## src/rtl/freefall_scheduler.sv

```systemverilog
// Time-shares one registered free-fall datapath across N_OBJ objects.
// Holds per-object height/velocity, clamps results at the floor and launches jumps.
module freefall_scheduler #(
  parameter int unsigned  N_OBJ   = 4,
  parameter logic [8:0]   GROUND  = 9'd16,
  parameter logic [8:0]   JUMP_V  = 9'd60,
  parameter logic [8:0]   Y_RESET = 9'd200,
  localparam int unsigned IDX_W   = (N_OBJ > 1) ? $clog2(N_OBJ) : 1
) (
  input  logic             clk,
  input  logic             rst,
  input  logic             frame_tick,
  input  logic [N_OBJ-1:0] obj_en,
  input  logic [N_OBJ-1:0] jump,
  output logic [8:0]       dp_y_init,
  output logic [8:0]       dp_v_init,
  input  logic [8:0]       dp_y,
  input  logic [8:0]       dp_v,
  input  logic [IDX_W-1:0] rd_sel,
  output logic [8:0]       rd_y,
  output logic [8:0]       rd_v,
  output logic             rd_grounded,
  output logic             busy,
  output logic             frame_done,
  output logic             frame_overrun
);

  localparam int unsigned DW = 9;

  typedef enum logic [1:0] {
    S_IDLE    = 2'd0,
    S_ISSUE   = 2'd1,
    S_CAPTURE = 2'd2,
    S_DONE    = 2'd3
  } state_t;

  state_t           state_q, state_d;
  logic [IDX_W-1:0] idx_q, idx_d;
  logic             pend_q, pend_d;
  logic             ovr_q, ovr_d;
  logic [DW-1:0]    y_q [N_OBJ];
  logic [DW-1:0]    y_d [N_OBJ];
  logic [DW-1:0]    v_q [N_OBJ];
  logic [DW-1:0]    v_d [N_OBJ];
  logic [N_OBJ-1:0] gnd_q, gnd_d;
  logic [N_OBJ-1:0] jp_q, jp_d;

  logic             first_vld, next_vld;
  logic [IDX_W-1:0] first_idx, next_idx;

  // Lowest enabled object overall, and lowest enabled object above idx_q.
  always_comb begin
    first_vld = 1'b0;
    first_idx = '0;
    next_vld  = 1'b0;
    next_idx  = '0;
    for (int i = int'(N_OBJ) - 1; i >= 0; i--) begin
      if (obj_en[i]) begin
        first_vld = 1'b1;
        first_idx = IDX_W'(i);
        if (i > int'(idx_q)) begin
          next_vld = 1'b1;
          next_idx = IDX_W'(i);
        end
      end
    end
  end

  always_comb begin
    state_d   = state_q;
    idx_d     = idx_q;
    pend_d    = pend_q;
    ovr_d     = ovr_q;
    y_d       = y_q;
    v_d       = v_q;
    gnd_d     = gnd_q;
    jp_d      = jp_q;
    dp_y_init = '0;
    dp_v_init = '0;

    // Jumps only arm on the ground, and never while that object is being written back.
    for (int unsigned i = 0; i < N_OBJ; i++) begin
      if (jump[i] && gnd_q[i] &&
          !(state_q == S_CAPTURE && idx_q == IDX_W'(i))) begin
        jp_d[i] = 1'b1;
      end
    end

    case (state_q)
      S_IDLE: begin
        if (frame_tick || pend_q) begin
          pend_d = 1'b0;
          if (first_vld) begin
            idx_d   = first_idx;
            state_d = S_ISSUE;
          end else begin
            state_d = S_DONE;
          end
        end
      end
      S_ISSUE: begin
        dp_y_init = y_q[idx_q];
        dp_v_init = jp_q[idx_q] ? JUMP_V : v_q[idx_q];
        state_d   = S_CAPTURE;
      end
      S_CAPTURE: begin
        jp_d[idx_q] = 1'b0;
        if (dp_y[DW-1] || dp_y < GROUND) begin
          y_d[idx_q]   = GROUND;
          v_d[idx_q]   = '0;
          gnd_d[idx_q] = 1'b1;
        end else begin
          y_d[idx_q]   = dp_y;
          v_d[idx_q]   = dp_v;
          gnd_d[idx_q] = 1'b0;
        end
        if (next_vld) begin
          idx_d   = next_idx;
          state_d = S_ISSUE;
        end else begin
          state_d = S_DONE;
        end
      end
      S_DONE: begin
        state_d = S_IDLE;
      end
      default: begin
        state_d = S_IDLE;
      end
    endcase

    // A tick is queued once; a second queued tick is flagged and dropped.
    if (frame_tick) begin
      if (pend_q) begin
        ovr_d  = 1'b1;
        pend_d = 1'b1;
      end else if (state_q != S_IDLE) begin
        pend_d = 1'b1;
      end
    end
  end

  always_ff @(posedge clk or posedge rst) begin
    if (rst) begin
      state_q <= S_IDLE;
      idx_q   <= '0;
      pend_q  <= 1'b0;
      ovr_q   <= 1'b0;
      gnd_q   <= '0;
      jp_q    <= '0;
      for (int unsigned i = 0; i < N_OBJ; i++) begin
        y_q[i] <= Y_RESET;
        v_q[i] <= '0;
      end
    end else begin
      state_q <= state_d;
      idx_q   <= idx_d;
      pend_q  <= pend_d;
      ovr_q   <= ovr_d;
      gnd_q   <= gnd_d;
      jp_q    <= jp_d;
      for (int unsigned i = 0; i < N_OBJ; i++) begin
        y_q[i] <= y_d[i];
        v_q[i] <= v_d[i];
      end
    end
  end

  assign busy          = (state_q != S_IDLE);
  assign frame_done    = (state_q == S_DONE);
  assign frame_overrun = ovr_q;
  assign rd_y          = y_q[rd_sel];
  assign rd_v          = v_q[rd_sel];
  assign rd_grounded   = gnd_q[rd_sel];

endmodule

```

## config.mk

```make
export PLATFORM = sky130hd
export DESIGN_NAME = freefall_scheduler
export DESIGN_NICKNAME = d
export VERILOG_FILES = /design/src/rtl/freefall_scheduler.sv
export SDC_FILE = /design/constraint.sdc
export NUM_CORES = 1
export LEC_CHECK = 0
export ABC_AREA = 1
export ABC_CLOCK_PERIOD_IN_PS = 3390
export CAP_MARGIN = 20
export CORE_ASPECT_RATIO = 0.75
export CORE_MARGIN = 2
export CORE_UTILIZATION = 55
export CTS_CLUSTER_SIZE = 40
export DETAILED_ROUTE_END_ITERATION = 8
export PLACE_DENSITY_LB_ADDON = 0.3
export SYNTH_ARGS = -nofsm -noshare
export SYNTH_HDL_FRONTEND = slang
export SYNTH_SLANG_ARGS = --single-unit
```

## constraint.sdc

```tcl
create_clock -name clk -period 3.39 [get_ports clk]
set_input_delay 0.5085 -clock clk [delete_from_list [all_inputs] [get_ports clk]]
set_output_delay 0.5085 -clock clk [all_outputs]
set_load 0.02 [all_outputs]
```

Word level (Yosys, flattened, before mapping)
Index checks and enable logic that the tools add are counted.

Output and inout port bits: 40. Flip-flop bits (word level): 86. Input port bits: 31. Logic and storage cells: 136.

Equal/unequal tests: 9. Multiplexer cells: 66. Reduce and logical (&&, ||, !) cells: 26. Magnitude comparators: 10. Bitwise logic cells: 11.

Operator list (count): 9-bit two-way mux (12); 9-bit binary-select mux with 2-bit select (4); 36-bit bitwise mux (2); 36-bit two-way mux (2); 36-bit bitwise AND (1); 36-bit inverter (1); 32-bit bitwise AND (1); 2-bit two-way mux (16); 32-bit inverter (1); 1-bit two-way mux (22); 9-bit demux with 2-bit select (1); 1-bit logical AND (14); 9-bit by 5-bit < comparator with 1-bit output (second input constant) (1); 4-bit bitwise AND (2); 2-bit == test (second input constant) (4); 4-bit two-way mux (2); 4-bit bitwise OR (2); 2-bit one-hot mux with 4 select lines (1); 3-bit greater-or-equal comparator (second input constant) (2); 2-bit by 3-bit < comparator with 1-bit output (second input constant) (2); 2-bit inequality test (second input constant) (3); 2-bit inverter with 3-bit output (2); 1-bit binary-select mux with 2-bit select (2); 2-bit by 1-bit == test with 1-bit output (second input constant) (2); other kinds (13) (20).

Logic depth before layout (Yosys ltp)
Depth in word-level cells: 9. Mapped depth: 8. Depth with buffers taken out: 8.

Worst setup path before layout
OpenSTA, ideal clock, no wires.

Kind: input to output. From: input rd_sel[0]. To: output rd_y[4]. Stages: 6. Buffers on the path: 2. Arrival: 1.520 ns. Setup slack: 1.361 ns. Data required time: 2.882 ns. Cell sequence: clkbuf_1 > inv_1 > clkbuf_1 > o21ai_0 > a21oi_1 > a21oi_1.

Word-level cells in the longest chain between the ends: 4.

Ends and longest elaborated chain: from (decl) (line 19) `input logic [IDX_W-1:0] rd_sel,`; 2-bit inverter with 3-bit output (implied by the code) (line 172) `assign rd_y = y_q[rd_sel];`; 9-bit binary-select mux with 2-bit select (line 172); 9-bit two-way mux (implied by the code) (2 in series) (line 172); to (decl) (line 20) `output logic [8:0] rd_y,`.

Every way passes these cells. The select of a mux whose other input is x is not followed.

Final worst setup path
From: register state_q[0]. To: output dp_v_init[1].

Word-level cells in the longest chain between the ends: 2.

Ends and longest elaborated chain: from (decl) (line 37) `state_t state_q, state_d;`; from (signal assigned) (line 156) `state_q <= state_d;`; 2-bit by 1-bit == test with 1-bit output (line 89) `case (state_q)`; 9-bit two-way mux (line 89); to (decl) (line 16) `output logic [8:0] dp_v_init,`.

Every way passes these cells.

==> flow_summary_export.csv <==
group,metric,value,unit
power_and_ir_drop,p_switching,0.00226,W
placement,dpl_cell_area,5480,um2
sta,finClkSkew,0.00668,ns
yosys,yosys.area_share.adder,0,
critical_path,endpoint_kind,"output pin",
finish,layout-drive-gt1-share,0.0791,
detailed_routing,ant_nets,0,
detailed_routing,vias,4822,
clock_network,cts_root_buf,"clkbuf_16",
clock_network,ctsHoldBuffers,0,
clock_network,clock_path_buffers,2,
power_and_ir_drop,peakVddDrop,0.516,mV
sta,maxSlewViolCount,0,
clock_network,numCtsBuffers,9,
sta,finalCritPeriodShare,0.905,
power_and_ir_drop,internal_power,0.00297,W
yosys,seq_area_frac_synth,0.456,
sta,fin_setup_tns,0,ns
critical_path,start_kind,"register",
global_routing,gr-total-overflow,0,
yosys,avgSynthCellArea,7.10,um2
yosys,synth_xor_area_frac,0,
power_and_ir_drop,clkPwrFrac,0.192,
power_and_ir_drop,netSwitchingFraction,0.432,
finish,fillerInstances,686,
sta,worst_pin_slew,0.777,ns
finish,final_common_cell,"nand2_1",
yosys,synthesis.area,4750,um2
finish,nets,759,
power_and_ir_drop,power_leakage,2.88,nW
critical_path,max_stage_delay,0.61,ns
global_routing,grt_pass1_wl,23200,um
status,outcome,"finished clean",
critical_path,crit_required,2.88,ns
sta,setup_viol,0,
detailed_routing,avgRoutedWirePerCell,16.9,um
yosys,syn-num-nets,700,
yosys,ys_ff_latch,86,
global_routing,grt_max_degree,48,
clock_network,cts_resized,0,
floorplan,die-area,9400,um2
yosys,ys_warn_count,0,
placement,portBuffers,70,
power_and_ir_drop,p_seq_frac,0.370,
placement,dp_cells,825,
floorplan,rows,29,
sta,relSlewSlack,0.482,
critical_path,criticalPathCategory,"register to output pin",
critical_path,crit_fanout,10,
finish,final_cells,841,
detailed_routing,drt_first_pass_iters,5,
clock_network,htree_levels,3,
sta,period_needed,3.07,ns
detailed_routing,route.detailed.drc,0,
yosys,ys_types,29,
floorplan,core-area,8420,um2
detailed_routing,vias_per_cell,5.73,
job,cap_violations,0,
critical_path,critPathArrivalTime,2.56,ns
sta,rsz0062_at_grt,"no",
yosys,synth_compound_area_frac,0.115,
global_routing,grt_pass1_vias,4708,
yosys,synth_top_family_by_area,"simple AND/OR/NAND/NOR gates",
floorplan,die_y,84.5,um
min_path,hold_path_class,"register to register",
placement,globalplace.congestion,0.851,
clock_network,cts_setup_buffers,0,
floorplan,initial_core_util,0.564,
finish,final_area,5780,um2
floorplan,fp.dieW,111,um
placement,pre_cts_ws,0.588,ns
power_and_ir_drop,powerDensity,905,nW/um2
finish,syn_to_final_growth,21.8,%
finish,final_util,0.687,
yosys,synthMuxAreaShare,0,
global_routing,antenna_found_initial,0,
clock_network,cts.clk_slew.worst_paths,0.06,ns
finish,final_cell_mix,"nand2_1, nor2_1, dfrtp_1",
floorplan,ios,71,
critical_path,cp_slowest_cell,"clkdlybuf4s50_1",
detailed_routing,drt_iter0_markers,523,
sta,hold_viol_final,0,
detailed_routing,totalWireLength,14200,um
critical_path,crit_chain,"nand2_1 -> inv_1 -> nand2_2 -> nor2_1 -> clkdlybuf4s50_1",
clock_network,cts.sinks,86,
sta,layout_setup_ws,0.321,ns
clock_network,clkLatencyLatePin,0.34,ns
global_routing,grt_usage,0.312,
finish,diodes,0,
yosys,synthSimpleGateAreaFrac,0.346,
placement,dpl.hpwl,8940,um
clock_network,cts_tree,"done",
yosys,synth_cells,669,
sta,max_freq,0.326,GHz
power_and_ir_drop,p_comb_frac,0.438,
[cells in the mapped netlist, drive strengths merged]
master / count / area, um2
o21a: 1 / 7.51
and2: 5 / 31.3
buf: 21 / 148
nand3: 22 / 110
dfrtp: 74 / 1850
nand4: 6 / 37.5
a21o: 1 / 7.51
a21oi: 32 / 160
clkinv: 2 / 10.0
nor3: 1 / 16.3
dfstp: 12 / 315
o21ai: 47 / 239
nor2: 94 / 384
nand2: 270 / 1060
inv: 50 / 198
clkbuf: 10 / 37.5
o22ai: 21 / 131
[state kept, by name, summed over array words and instances, names as in the netlist, named ones only]
signal and flops:
v_q 36, y_q 36, jp_q 4, idx_q 2
state_q 2, frame_overrun 1
[stage by stage]
stage / hold WS, ns / power, W
floorplan: 0.452 / 0.00341
global placement: 0.445 / 0.00407
detailed placement: 0.449 / 0.00417
CTS: 0.464 / 0.00521
global route: 0.505 / 0.00556
finish: 0.458 / 0.00524
[final timing paths]
path,start,slack (ns),depth (start not counted),to
max reg2reg,idx_q[1],1.28,6,v_q[34]
max in group asynchronous,rst,2.02,3,y_q[6]
min,frame_overrun,0.46,2,frame_overrun
max,state_q[0],0.32,5,dp_v_init[1]
min in group asynchronous,rst,0.61,2,y_q[22]
min reg2reg,frame_overrun,0.46,2,frame_overrun
[layout make-up]
class	instances	area, um2	share of cell area
Clock buffer	13	260	0.0450
Tap cell	108	135	0.0234
Inverter	52	209	0.0361
Multi-Input combinational cell	500	2190	0.378
Timing Repair Buffer	79	781	0.135
Sequential cell	86	2170	0.375
Clock inverter	3	43.8	0.00757
[critical path: cells and delay by family, from the launching register on]
kind                   cells  cell delay, ns
buffers and inverters      2            0.95
AND/OR/NAND/NOR            3            0.69
flip-flops                 1            0.58
[power groups by stage]
stage	clock network (W)	registers [W]	logic (W)
2_1_floorplan	0	0.00179	0.00162
3_3_place_gp	0	0.00191	0.00216
3_5_place_dp	0	0.00193	0.00224
4_1_cts	0.00102	0.00192	0.00227
5_1_grt	0.00106	0.00199	0.00251
6_report	0.00100	0.00194	0.00229
[routing by layer]
metal	track usage	up-vias	wire length, um
li1	-	2225	-
met1	0.414	2260	5710
met2	0.502	303	6630
met3	0.0679	34	1530
met4	0.129	0	332
met5	0	-	0
[cells by family (layout without fill, tap and decap cells)]
logic type,after synthesis,in the layout
buf+inv,83,147
simple gates,398,398
flops,86,86
compound gates,102,102
Note: power is estimated with default switching activity, not from simulation.
